<file path="config.mk">
export PLATFORM = sky130hd
export DESIGN_NAME = lc4_perf_monitor
export DESIGN_NICKNAME = d
export VERILOG_FILES = /design/src/rtl/lc4_perf_pkg.sv /design/src/rtl/lc4_perf_counter.sv /design/src/rtl/lc4_perf_monitor.sv
export SDC_FILE = /design/constraint.sdc
export NUM_CORES = 1
export LEC_CHECK = 0
export CAP_MARGIN = 40
export CORE_MARGIN = 4
export CORE_UTILIZATION = 35
export CTS_BUF_LIST = sky130_fd_sc_hd__clkbuf_4
export DETAILED_ROUTE_END_ITERATION = 8
export HOLD_SLACK_MARGIN = 0.05
export PLACE_DENSITY_LB_ADDON = 0.12
export SETUP_SLACK_MARGIN = 0.5
export SLEW_MARGIN = 20
export SYNTH_ARGS = -nofsm -noshare
export SYNTH_HDL_FRONTEND = slang
export SYNTH_SLANG_ARGS = --single-unit
export TNS_END_PERCENT = 50
</file>
<file path="constraint.sdc">
create_clock -name clk -period 2.6 [get_ports clk]
set_clock_uncertainty 0.15 [all_clocks]
set_input_delay 0.26 -clock clk [delete_from_list [all_inputs] [get_ports clk]]
set_output_delay 0.26 -clock clk [all_outputs]
set_load 0.05 [all_outputs]
</file>
<file path="src/rtl/lc4_perf_pkg.sv">
`default_nettype none
// ============================================================================
// Module  : lc4_perf_pkg
// Brief   : Shared encodings for the LC4 performance monitor (controller
//           states and stall-class codes) plus counter index constants.
// Revision: 1.0 - initial release
// ============================================================================
package lc4_perf_pkg;

  // Controller states as seen on o_state
  typedef enum logic [1:0] {
    ST_IDLE = 2'd0,
    ST_RUN  = 2'd1,
    ST_DONE = 2'd2
  } perf_state_e;

  // Stall-class codes presented on i_stall_class
  typedef enum logic [1:0] {
    CLS_EXEC   = 2'd0,
    CLS_CACHE  = 2'd1,
    CLS_BRANCH = 2'd2,
    CLS_LOAD   = 2'd3
  } stall_class_e;

  // Counter bank layout: slot 0 is total cycles, class k lives in slot k+1
  localparam int c_idx_total = 0;
  localparam int c_idx_exec  = 1;

endpackage
`default_nettype wire

</file>
<file path="src/rtl/lc4_perf_counter.sv">
`default_nettype none
// ============================================================================
// Module  : lc4_perf_counter
// Brief   : CNT_W-bit event counter with selectable wrap/saturate behaviour
//           and a sticky overflow flag. Clear has priority over increment.
// Revision: 1.0 - initial release
// ============================================================================
module lc4_perf_counter #(
  parameter int CNT_W    = 32,
  parameter int SATURATE = 0
) (
  input  logic             clk,
  input  logic             rst,
  input  logic             clr_i,
  input  logic             inc_i,
  output logic [CNT_W-1:0] cnt_o,
  output logic             ovf_o
);

  logic [CNT_W-1:0] cnt_q, cnt_d;
  logic             ovf_q, ovf_d;

  // Next count: clear wins; an increment from all-ones flags overflow and
  // either wraps to zero or sticks at all-ones
  always_comb begin
    cnt_d = cnt_q;
    ovf_d = ovf_q;
    if (clr_i) begin
      cnt_d = '0;
      ovf_d = 1'b0;
    end else if (inc_i) begin
      if (&cnt_q) begin
        ovf_d = 1'b1;
        cnt_d = (SATURATE != 0) ? cnt_q : '0;
      end else begin
        cnt_d = cnt_q + CNT_W'(1);
      end
    end
  end

  // Count and overflow registers, asynchronously cleared by reset
  always_ff @(posedge clk or negedge rst) begin
    if (!rst) begin
      cnt_q <= '0;
      ovf_q <= 1'b0;
    end else begin
      cnt_q <= cnt_d;
      ovf_q <= ovf_d;
    end
  end

  assign cnt_o = cnt_q;
  assign ovf_o = ovf_q;

endmodule
`default_nettype wire

</file>
<file path="src/rtl/lc4_perf_monitor.sv">
`default_nettype none
// ============================================================================
// Module  : lc4_perf_monitor
// Brief   : LC4 performance monitor. Counts total cycles and per-class stall
//           cycles while running, stops automatically at an exec-count target,
//           and exposes a snapshot bank through a combinational read mux.
// Revision: 1.0 - initial release
// ============================================================================
module lc4_perf_monitor
  import lc4_perf_pkg::*;
#(
  parameter int CNT_W       = 32,
  parameter int NUM_CLASSES = 4,
  parameter int CLS_W       = 2,
  parameter int SATURATE    = 0
) (
  input  logic                               clk,
  input  logic                               rst,
  input  logic                               gwe,
  input  logic [CLS_W-1:0]                   i_stall_class,
  input  logic                               i_start,
  input  logic                               i_stop,
  input  logic                               i_clear,
  input  logic [CNT_W-1:0]                   i_target,
  input  logic                               i_snap,
  input  logic [$clog2(NUM_CLASSES+1)-1:0]   i_rd_sel,
  output logic [CNT_W-1:0]                   o_rd_data,
  output logic [NUM_CLASSES:0]               o_ovf,
  output logic [1:0]                         o_state,
  output logic                               o_done
);

  localparam int NUM_CNT = NUM_CLASSES + 1;

  perf_state_e      state_q, state_d;
  logic             w_cnt_en;
  logic             w_exec_hit;
  logic             w_hit_target;
  logic [NUM_CNT-1:0] w_inc;
  logic [NUM_CNT-1:0] w_ovf;
  logic [CNT_W-1:0] w_live [NUM_CNT];
  logic [CNT_W-1:0] snap_q [NUM_CNT];

  assign w_cnt_en   = (state_q == ST_RUN) && gwe;
  assign w_exec_hit = (i_stall_class == CLS_W'(CLS_EXEC));
  // The edge that brings the exec count up to a non-zero target ends the run
  assign w_hit_target = w_cnt_en && w_exec_hit && (i_target != '0) &&
                        ((w_live[c_idx_exec] + CNT_W'(1)) == i_target);

  // Next-state logic: clear > stop > start; DONE is left only by clear
  always_comb begin
    state_d = state_q;
    if (i_clear) begin
      state_d = ST_IDLE;
    end else begin
      case (state_q)
        ST_IDLE: if (i_start && !i_stop) state_d = ST_RUN;
        ST_RUN: begin
          if (i_stop)            state_d = ST_IDLE;
          else if (w_hit_target) state_d = ST_DONE;
        end
        ST_DONE: state_d = ST_DONE;
        default: state_d = ST_IDLE;
      endcase
    end
  end

  // State register
  always_ff @(posedge clk or negedge rst) begin
    if (!rst) state_q <= ST_IDLE;
    else      state_q <= state_d;
  end

  // Increment enables: slot 0 every counted cycle, slot k+1 for class k;
  // out-of-range classes only reach the total-cycle slot
  always_comb begin
    w_inc = '0;
    w_inc[c_idx_total] = w_cnt_en;
    for (int k = 0; k < NUM_CLASSES; k++) begin
      if (w_cnt_en && (int'(i_stall_class) == k)) w_inc[k+1] = 1'b1;
    end
  end

  for (genvar g = 0; g < NUM_CNT; g++) begin : g_cnt
    lc4_perf_counter #(
      .CNT_W    (CNT_W),
      .SATURATE (SATURATE)
    ) u_cnt (
      .clk   (clk),
      .rst   (rst),
      .clr_i (i_clear),
      .inc_i (w_inc[g]),
      .cnt_o (w_live[g]),
      .ovf_o (w_ovf[g])
    );
  end

  // Snapshot bank captures pre-edge live values; clear leaves it untouched
  always_ff @(posedge clk or negedge rst) begin
    if (!rst) begin
      for (int k = 0; k < NUM_CNT; k++) snap_q[k] <= '0;
    end else if (i_snap) begin
      for (int k = 0; k < NUM_CNT; k++) snap_q[k] <= w_live[k];
    end
  end

  // Zero-latency readout mux; unused select codes read as zero
  always_comb begin
    o_rd_data = '0;
    for (int k = 0; k < NUM_CNT; k++) begin
      if (int'(i_rd_sel) == k) o_rd_data = snap_q[k];
    end
  end

  assign o_ovf   = w_ovf;
  assign o_state = state_q;
  assign o_done  = (state_q == ST_DONE);

endmodule
`default_nettype wire
</file>
==> results.md <==
- Status: complete, but fails checks
- Failing checks: setup timing
- First-pass GRT wire length: 88,200 um
- Sw frac: roughly a quarter
- 1st-iter DRT viols: 1,008
- Clock share of power: 45.3%
- # fillers: 4,189
- Worst min-delay path class: input pin to register
- Clock sink total: approximately 330
- Max-slew violation count: 0
- Root Buffer: clkbuf_4
- Peak per-stage delay on the critical path: about 0.40 ns
- Reg2reg path depth: 11
- Die ar.: 0.0515 sq mm
- Clock buffer depth: 3
- Average wire per standard cell: approximately 21 um
- F_max: 382 MHz
- Initial Util: 35.7%
- Sequential Area: 0.00821 sq mm
- Crit path DAT: around 3.2 ns
- Nets: 2,163
- Reg-to-Reg End: o_state[1]
- Final setup fails: 1
- Synthesized area per cell: slightly above 10 sq um
- R2r startpoint: g_cnt[1].u_cnt.cnt_o[0]
- Antenna-violating nets left: 0
- Final worst path period need: 2.62 ns
- Crit path to: o_state[1]
- FF-to-FF setup slack: -0.02 ns
- IO Pins: 84
- Worst endpoint required time: 3.18 ns
- Vias per inst: 5.30
- Worst setup margin: -0.0177 ns
- LEAKAGE: 0.0111 uW
- Worst-margin pin slew: 0.667 ns
- Vias: 14,800
- Drc violations: 0
- Crit Path Category: register to register
- WL final: 58,300 um
- Largest area contributor in the netlist: dfrtp_1
- RSZ-0062 raised after global routing: yes
- Sequential share of the synthesized area: 48.8%
- Max Cap Viol: 0
- Fin cells: 2,797
- Most frequent cells after synthesis: 327 x dfrtp_1, 192 x nor2_1, 160 x mux2_2
- Largest net degree at the start of global routing: 100
- Buffers on Ports: 83
- Post-Syn Area: 0.0168 sq mm
- Die extent in x: 227 um
- Area delta synth->final: 52.6%
- #FFs+latches synth: 327
- PD cells: 438 mW/mm^2
- Critical Path End Type: register
- HPWL Detailed: 40,200 um
- Count of unique library cells instantiated by Yosys: 64
- Worst VDD drop: 0.319 mV
- Worst slew margin: 55.5%
- Psw: roughly 3000 uW
- Share of layout cells above drive strength 1: between 50% and 60%
- Drt pass-1 iters: 5
- Worst setup SP type: register
- Top-count cell post-synth: dfrtp_1
- FFs w/ async S/R, synth: 100%
- Worst-Skew Late Latency: 0.82 ns
- CP Launch Point: g_cnt[1].u_cnt.cnt_o[0]
- Clock slew at reported path FFs: 0.07 ns
- Total GRT Usage: 22.2%
- CTS tree: yes
- CTS Buf Count: between 90 and 100
- Total core area: 0.0470 sq mm
- Area share of the largest cell type after synthesis: 48.8%
- Synth Instances: 1,647
- Post-synth EDFFs: 0
- CP Max Fanout: 4
- CTS HTree Levels: 3
- Overflow after GRT: 0
- Top FF cell, synth: dfrtp_1
- Slowest-stage cell, CP: dfrtp_1
- Final Total Pwr: 11,200 uW
- Fin util: a little over half
- Critical-path cell list: buf_4 -> and4_4 -> nand4_1 -> buf_6 -> nor4_4 -> buf_4 -> and3_4 -> xnor2_1 -> nand4_1 -> nor4_2 -> o21ba_1
- Final period util: 101%
- Post-Place Setup Slack: -0.267 ns
- Routability cong.: around 0.9
- Number of cell rows: 79
- Multi-input logic area: between 0.01 and 0.015 sq mm
- Die Y: roughly 230 um
- Number of global-route vias before repair: 14,800
- Synthesis warning total: 0
- Synth area leaders: dfrtp_1 49%, mux2_2 11%, nor2_1 4.3%, xor2_1 3.6%, xnor2_1 3.1%
- Initial antenna violation count: 3
- Synth Net Count: 1,696
- Sequential share of power: 45.9%
- Endpoints failing hold: 0
- Placed insts: 2,497
- Final TNS setup: -0.0177 ns
- Internal Power: 8270 uW
- Gate power share: between 8 and 9%
through the flow:
stage                     cell area, sq um  hold WS (ns)
after global routing                 25600         0.295
after floorplan                      17600        -0.186
after global placement               21000      -0.00642
after detailed placement             21000      -0.00743
final                                25600         0.345
after CTS                            24100         0.271
per-layer routing:
| metal | vias up | GRT usage, % | wire (um) |
|---|---|---|---|
| li1 | 6921 | - | - |
| met4 | 2 | 5.01 | 1130 |
| met3 | 96 | 4.87 | 3050 |
| met2 | 360 | 33.4 | 26400 |
| met5 | - | 0 | 13 |
| met1 | 7455 | 32.8 | 27700 |
repair_timing:
item | CTS | global route
pin swaps | 188 | 231
hold endpoints to repair | 513 | 0
gates cloned | 4 | 1
endpoints found under the setup margin | 197 | 195
setup buffers | 69 | 46
hold buffers | 7 | 0
gates resized for setup | 352 | 266
kinds of logic after synthesis:
| logic type | share of synthesized area, % |
|---|---|
| AOI/OAI and AO/OA | 9.55 |
| DFF | 48.8 |
| muxes | 13.2 |
| xor gates and xnor gates | 6.69 |
| adders and majority gates | 0.373 |
| and+or+nand+nor | 18.2 |
| buffers and inverters | 3.16 |
cells in the final DEF (no fill, tap or decap), types with 44 or more instances in the layout:
| cell | netlist | routed |
|---|---|---|
| nor2_1 | 192 | 87 |
| mux2_2 | 160 | 160 |
| nor2_4 | 0 | 69 |
| xor2_1 | 68 | 59 |
| nand3_1 | 70 | 44 |
| buf_6 | 0 | 58 |
| clkbuf_4 | 0 | 145 |
| nand4_1 | 47 | 47 |
| nand2_1 | 108 | 89 |
| buf_4 | 11 | 294 |
| xnor2_1 | 60 | 50 |
| buf_12 | 0 | 54 |
| dfrtp_1 | 327 | 302 |
worst min-delay path by stage:
stage | startpoint | to | slack [ns] | cells after the start
5_1_grt | i_stall_class[0] | g_cnt[1].u_cnt.cnt_o[17] | 0.29 | 7
4_1_cts | i_stall_class[0] | g_cnt[1].u_cnt.cnt_o[17] | 0.27 | 7
2_1_floorplan | rst | g_cnt[0].u_cnt.cnt_o[0] | -0.19 | 0
6_report | i_stall_class[0] | g_cnt[1].u_cnt.cnt_o[2] | 0.35 | 7
3_3_place_gp | rst | snap_q[139] | -0.006 | 1
3_5_place_dp | rst | snap_q[137] | -0.007 | 1
layout make-up:
class                   count  area share [%]
well taps                 607            2.97
diodes                      2          0.0196
multi-input cells        1197            41.4
flip-flops and latches    327            32.1
repair buffers            469            18.2
clock inverters            26           0.650
inverters                  24           0.372
clock buffers             145            4.26
state kept, by name, summed over array words and instances (netlist names):
register	cells
g_cnt.u_cnt.cnt_o	160
g_cnt.u_cnt.ovf_o	5
o_state	2
snap_q	160
power groups by stage:
stage	clock [uW]	sequential (uW)	combinational, uW
after global routing	5510	5140	1060
after global placement	0	5240	798
after detailed placement	0	5240	799
after floorplan	0	5230	368
final	5080	5140	985
after CTS	5240	5140	920
critical path: cells and delay by family, from the launching register on:
| kind | cells | cell delay [ns] |
|---|---|---|
| AOI/OAI and AO/OA | 1 | 0.15 |
| and+or+nand+nor | 6 | 1.23 |
| DFF | 1 | 0.40 |
| xor gates and xnor gates | 1 | 0.13 |
| buffers and inverters | 3 | 0.51 |
Power figures use the tool's default switching activity.
